**config.mk**
```make
export PLATFORM = sky130hd
export DESIGN_NAME = logic_unit_acc
export DESIGN_NICKNAME = d
export VERILOG_FILES = /design/src/rtl/logic_unit_acc.sv
export SDC_FILE = /design/constraint.sdc
export NUM_CORES = 1
export LEC_CHECK = 0
export ABC_AREA = 1
export BUFFER_PORTS_ARGS = -buffer_cell sky130_fd_sc_hd__buf_4
export CAP_MARGIN = 30
export CORE_UTILIZATION = 25
export DETAILED_ROUTE_END_ITERATION = 10
export GPL_TIMING_DRIVEN = 0
export PLACE_DENSITY_LB_ADDON = 0.3
export REMOVE_ABC_BUFFERS = 1
export SLEW_MARGIN = 20
export SYNTH_ARGS = -nofsm -noshare
export SYNTH_HDL_FRONTEND = slang
export SYNTH_SLANG_ARGS = --single-unit
export TNS_END_PERCENT = 20
```
**constraint.sdc**
```tcl
create_clock -name clk -period 4.7 [get_ports clk]
set_clock_uncertainty 0.2 [all_clocks]
set_input_delay 0.705 -clock clk [delete_from_list [all_inputs] [get_ports clk]]
set_output_delay 0.705 -clock clk [all_outputs]
set_load 0.02 [all_outputs]
```
**src/rtl/logic_unit_acc.sv**
```systemverilog
// logic_unit_acc: registered 8-op bitwise unit with multi-beat accumulate mode.
// Optional macro LOGIC_UNIT_FLAGS_EN adds registered parity/zero flags on lout.
module logic_unit_acc #(
    parameter int WIDTH = 4,
    parameter int CNT_W = 8
) (
    input  logic             clk,
    input  logic             rst_n,
    input  logic             in_valid,
    output logic             in_ready,
    input  logic [WIDTH-1:0] x,
    input  logic [WIDTH-1:0] y,
    input  logic [2:0]       op,
    input  logic             acc_mode,
    input  logic             last,
    output logic             out_valid,
    input  logic             out_ready,
    output logic [WIDTH-1:0] lout,
    output logic [CNT_W-1:0] beats
`ifdef LOGIC_UNIT_FLAGS_EN
    ,
    output logic             parity,
    output logic             zero
`endif
);
    typedef enum logic [1:0] {IDLE, ACCUM, DONE} state_t;
    state_t state, state_nx;
    logic [WIDTH-1:0] acc, acc_nx, res_nx;
    logic [CNT_W-1:0] cnt, cnt_nx, beats_nx;
    logic [2:0] op_l;
    logic accept, pop, load;

    // Unary ops (NOT/PASS) act on a; callers pass the operand to keep in a.
    function automatic logic [WIDTH-1:0] bitop(input logic [2:0] o, input logic [WIDTH-1:0] a,
                                               input logic [WIDTH-1:0] b);
        case (o)
            3'b000:  bitop = a & b;
            3'b001:  bitop = a | b;
            3'b010:  bitop = a ^ b;
            3'b011:  bitop = ~(a & b);
            3'b100:  bitop = ~(a | b);
            3'b101:  bitop = ~(a ^ b);
            3'b110:  bitop = ~a;
            default: bitop = a;
        endcase
    endfunction

    always_comb begin
        in_ready = (state != DONE) && (!out_valid || out_ready);
        accept = in_valid && in_ready;
        pop = out_valid && out_ready;
        state_nx = state;
        acc_nx = acc;
        cnt_nx = cnt;
        res_nx = lout;
        beats_nx = beats;
        load = 1'b0;
        if (accept && state == IDLE) begin
            res_nx = bitop(op, x, y);
            beats_nx = CNT_W'(1);
            load = !acc_mode || last;
            if (acc_mode) begin
                acc_nx = res_nx;
                cnt_nx = CNT_W'(1);
                if (!last) state_nx = ACCUM;
            end
        end else if (accept && state == ACCUM) begin
            acc_nx = bitop(op_l, (op_l[2:1] == 2'b11) ? x : acc, x);
            cnt_nx = &cnt ? cnt : cnt + 1'b1;
            if (last) begin
                load = 1'b1;
                res_nx = acc_nx;
                beats_nx = cnt_nx;
                state_nx = DONE;
            end
        end else if (state == DONE && pop) begin
            state_nx = IDLE;
        end
    end

    always_ff @(posedge clk or negedge rst_n) begin
        if (!rst_n) state <= IDLE;
        else state <= state_nx;
    end

    always_ff @(posedge clk or negedge rst_n) begin
        if (!rst_n) begin
            out_valid <= 1'b0;
            lout <= '0;
            beats <= '0;
            acc <= '0;
            cnt <= '0;
            op_l <= '0;
        end else begin
            acc <= acc_nx;
            cnt <= cnt_nx;
            if (accept && state == IDLE && acc_mode) op_l <= op;
            out_valid <= load || (out_valid && !pop);
            if (load) begin
                lout <= res_nx;
                beats <= beats_nx;
            end
        end
    end

`ifdef LOGIC_UNIT_FLAGS_EN
    always_ff @(posedge clk or negedge rst_n) begin
        if (!rst_n) begin
            parity <= 1'b0;
            zero <= 1'b1;
        end else if (load) begin
            parity <= ^res_nx;
            zero <= (res_nx == '0);
        end
    end
`endif
endmodule
```
# After elaboration in Yosys (flattened, before gate mapping)
# Cells that the tools add are included.
dict set report totals {
  ram_bits 0
  rom_bits 0
  reg_bits 30
  latchBits 0
  in_bits 17
  elab_cells 90
  n_memories 0
}
dict set report classes {
  n_reduce_logical 24
  multipliers 0
  shifts 0
  div 0
  n_mux 25
  magnitude_cmp 0
  bitwise 14
  add_sub_neg 1
  n_eq_ne 19
}
# operator count
set op_table {}
lappend op_table {{$mux W8} 7}
lappend op_table {{$pmux W4 S7} 2}
lappend op_table {{$not A4 Y4} 8}
lappend op_table {{$mux W4} 7}
lappend op_table {{$eq A3 B3 Y1 const B} 6}
lappend op_table {{$eq A3 B2 Y1 const B} 4}
lappend op_table {{$mux W2} 6}
lappend op_table {{$add A8 B1 Y8 const B} 1}
lappend op_table {{$and A4 B4 Y4} 2}
lappend op_table {{$logic_and A1 B1 Y1} 8}
lappend op_table {{$or A4 B4 Y4} 2}
lappend op_table {{$reduce_and A8 Y1} 1}
lappend op_table {{$xor A4 B4 Y4} 2}
lappend op_table {{$eq A3 B1 Y1 const B} 2}
lappend op_table {{$logic_not A3 Y1} 2}
lappend op_table {{$ne A2 B2 Y1 const B} 3}
lappend op_table {{$eq A2 B2 Y1 const B} 2}
lappend op_table {{$reduce_and A4 Y1} 1}
lappend op_table {{$reduce_bool A2 Y1} 2}
lappend op_table {{$logic_not A1 Y1} 3}
lappend op_table {{$logic_or A1 B1 Y1} 3}
lappend op_table {{$mux W1} 3}
lappend op_table {{$ne A3 B2 Y1 const B} 1}
lappend op_table {{$reduce_and A3 Y1} 1}
lappend op_table {{other kinds (4)} 4}

# Depth between registers and ports, before layout
dict set report depth {
  ltp_word 8
  depth_mapped 15
}

# Least setup slack after synthesis
# OpenSTA, ideal clock, no wires.
dict set report synth_timing {
  path_kind {input -> register}
  from {in x[2]}
  to {reg lout[2]}
  n_path_buf 0
  slack_ps 2726
  t_arrival_ps 1658
  setup_time_ps 117
  cell_stages 12
  path_cell_list {nor2_1 > nor2_1 > ha_1 > inv_1 > nand4_1 > nand3_1 > nor2_1 > nand2_1 > nand2_1 > nand2_1 > nand2_1 > nand2_1}
}
dict set report synth_between {
  elab_chain_cells 7
}
# element line_no
set synth_lines {}
lappend synth_lines {{from (decl)} 11} ;# input logic [WIDTH-1:0] x,
lappend synth_lines {{$mux W4} 68} ;# acc_nx = bitop(op_l, (op_l[2:1] == 2'b11) ? x : acc, x);
lappend synth_lines {{$xor A4 B4 Y4 (tied with other cells)} {39, 42}}
lappend synth_lines {{$not A4 Y4, on equally long branches} {42, 40, 41}}
lappend synth_lines {{$pmux W4 S7} 36} ;# case (o)
lappend synth_lines {{$mux W4} 70} ;# if (last) begin
lappend synth_lines {{$mux W4} 67} ;# end else if (accept && state == ACCUM) begin
lappend synth_lines {{$mux W4 (*)} 58} ;# if (accept && state == IDLE) begin
lappend synth_lines {{to (signal assigned)} 100} ;# lout <= res_nx;
lappend synth_lines {{to (decl)} 18} ;# output logic [WIDTH-1:0] lout,
# Mark *: on every way between the ends. The rest lies on a longest branch, timed or not. The select of a mux whose other input is x is not followed.
# A chain may end at the register's enable or synchronous reset.

# Worst setup path after layout
dict set report layout_timing {
  from {reg op_l[1]}
  to {reg lout[1]}
}
dict set report layout_between {
  elab_chain_cells 8
}
# element line_no
set layout_lines {}
lappend layout_lines {{from (decl)} 30} ;# logic [2:0] op_l;
lappend layout_lines {{from (signal assigned)} 97} ;# if (accept && state == IDLE && acc_mode) op_l <= op;
lappend layout_lines {{$eq A2 B2 Y1} 68}
lappend layout_lines {{$mux W4} 68}
lappend layout_lines {{$xor A4 B4 Y4 (tied with other cells)} {39, 42}}
lappend layout_lines {{$not A4 Y4, on equally long branches} {42, 40, 41}}
lappend layout_lines {{$pmux W4 S7 (*)} 36}
lappend layout_lines {{$mux W4 (*)} 70}
lappend layout_lines {{$mux W4 (*)} 67}
lappend layout_lines {{$mux W4 (*)} 58}
# Marked as above.

==> impl_metrics.json <==
{
  "numPlacedInstances": 525,
  "clockBufferDepth": 2,
  "io_buffers": 30,
  "io_pins": 31,
  "tightest_slew_ns": 0.3864,
  "fin_crit_ns": 2.285,
  "avgSynthCellArea_sq_um": 6.492,
  "cts_sinks": 30,
  "layout-drive-gt1-share_pct": 14.85,
  "rsz0062_at_grt": "no",
  "grt_remaining_overflow": 0,
  "final_common_cell": "nand2_1",
  "critPathLaunchType": "flip-flop",
  "synth.distinct_cells": 29,
  "setup-tns-final_ns": 0,
  "postCtsHoldBufs": 0,
  "worstPathCellList": "nand2_2 -> nor2_1 -> a21oi_1 -> ha_1 -> nand4_1 -> nand2_1 -> nor2_1 -> nand3_1 -> nand2_1 -> nand2_1 -> nand2_1 -> nand2_1",
  "worstPathMaxFanout": 15,
  "synth_area_sq_mm": 0.002447,
  "grt_pass1_vias": 2269,
  "nFillCells": 1057,
  "cts_tree": "yes",
  "drtIter0Drc": 129,
  "wl_per_cell_um": 11.15,
  "cts_resized": 0,
  "syn_to_final_growth_pct": 16.26,
  "mostFrequentLayoutCells": "114 x nand2_1, 52 x inv_1, 37 x o21ai_0",
  "viasPerCell": 4.512,
  "htree_levels": 2,
  "timing.final.crit_share_pct": 48.62,
  "netlist_instances": 377,
  "grt_max_degree": 31,
  "final_cells": 533,
  "dieArea_sq_mm": 0.01019,
  "grt_pass1_wl_um": 10360,
  "p_leak_nw": 1.513,
  "cts_setup_buffers": 0,
  "clk_latency_ns": 0.28,
  "dp_hpwl_um": 4551,
  "core_area_sq_mm": 0.009371,
  "finalSetupViolCount": 0,
  "via_count": 2405,
  "max_cap_viol_count": 0,
  "cp_slowest_stage_delay_ns": 0.57,
  "maxSlewViolCount": 0,
  "antenna_found_initial": 0,
  "path_clk_slew_ns": 0.06,
  "rows": 35,
  "ant_nets": 0,
  "antennaDiodeCount": 0,
  "hp-class": "primary input to async pin",
  "hold_viol": 0,
  "relSlewSlack_pct": 74.24,
  "first_pass_iters": 4,
  "die_y_um": 100.9,
  "design.final.nets": 433,
  "pwr_density_cell_mw_per_mm2": 498.5,
  "crit_slowest_cell": "dfrtp_1",
  "yosys_warnings": 0,
  "cp_data_required_time_ns": 4.68,
  "initial_utilization_pct": 26.11,
  "totalWireLength_um": 5945,
  "grtUsageTotal_pct": 12.77,
  "place.gp.congestion": 0.8755,
  "critPathArrivalTime_ns": 2.26,
  "status": "complete, no violations",
  "path_common_cell": "nand2_1",
  "ys_seq_elements": 30,
  "cp-end-kind": "flip-flop",
  "die_x_um": 100.9,
  "clock.fmax_mhz": 437.6,
  "clock-root-buffer": "clkbuf_8",
  "numCtsBuffers": 5,
  "path_class": "flip-flop to flip-flop",
  "ir_worst_vdd_mv": 0.1296,
  "drc": 0,
  "seq_area_frac_synth_pct": 30.67
}
through the flow:
step	hold WS, ns	utilization [%]	area [sq um]	power, W	worst slack, ns
after CTS	0.1519	30.36	2845	0.001432	2.411
after global routing	0.1647	30.36	2845	0.001577	2.131
after global placement	0.2690	29.39	2754	0.001197	2.374
after detailed placement	0.2764	29.39	2754	0.001213	2.330
final	0.1454	30.36	2845	0.001418	2.415
after floorplan	0.2094	-	2367	0.0009802	2.722
worst paths after layout:
check	start	to	slack, ns	cells past startpoint
worst max-delay path	op_l[1]	lout[1]	2.41	12
worst max register to register	op_l[1]	lout[1]	2.41	12
max in group asynchronous	rst_n	lout[2]	3.88	1
min in group clk	beats[1]	beats[1]	0.28	2
worst min-delay path	rst_n	beats[1]	0.15	1
worst min register to register	beats[1]	beats[1]	0.28	2
where the power goes:
group	switching (W)	internal [W]
sequential	0.000107	0.000350
clock	0.0000960	0.000118
combinational	0.000475	0.000273
logic make-up after synthesis:
kind of cell | synth area share (%)
xor gates and xnor gates | 1.074
adders and majority gates | 6.646
and+or+nand+nor | 38.85
buffers and inverters | 11.91
DFF | 30.67
AOI/OAI and AO/OA | 10.84
critical path, delay by kind of cell, from the launching register on:
family	cells	cell delay (ns)
AO/OA/AOI/OAI	1	0.07
adder cells (fa/ha/maj)	1	0.31
flip-flops	1	0.57
AND/OR/NAND/NOR	10	1.02
registers in the layout, summed over array words and instances (netlist names):
signal	count
acc	4
beats	8
cnt	8
lout	4
op_l	3
out_valid	1
state	2
layer usage:
layer | up-vias | part of all wire, % | GRT usage (%)
li1 | 1246 | - | -
met5 | - | 0 | 0
met4 | 0 | 1.0 | 3.790
met1 | 1091 | 48 | 17.50
met2 | 60 | 45 | 20.60
met3 | 8 | 5.7 | 2.080
synth_stat cells:
cell type,number,area share (%)
nand2_2,12,3.1
o21bai_1,1,0.31
nor2_2,3,0.77
nor3_1,1,0.20
nand2_4,3,1.4
inv_2,1,0.15
o21ai_1,4,0.82
dfrtp_1,30,31
nand3_2,1,0.41
buf_8,1,0.61
inv_1,52,8.0
nor2_1,35,5.4
a21o_1,1,0.31
nand2_1,114,17
buf_2,7,1.4
inv_4,2,0.51
ha_1,13,6.6
xnor2_1,1,0.36
a21oi_1,6,1.2
xor2_1,2,0.72
nor3b_1,1,0.31
nand3b_1,1,0.31
buf_6,2,0.92
buf_4,1,0.31
nand4_1,10,2.6
nor2_4,1,0.46
o211ai_1,2,0.61
nand3_1,32,6.5
o21ai_0,37,7.6
final cells by class:
type                            count  area [sq um]  area share [%]
Multi-Input combinational cell    281          1405           49.38
Timing Repair Buffer               30         225.2           7.916
Inverter                           55         211.5           7.432
Sequential cell                    30         750.7           26.39
Tap cell                          129         161.4           5.673
Clock inverter                      1         5.005          0.1759
Clock buffer                        7         86.33           3.034
(Power assumes the default switching activity.)
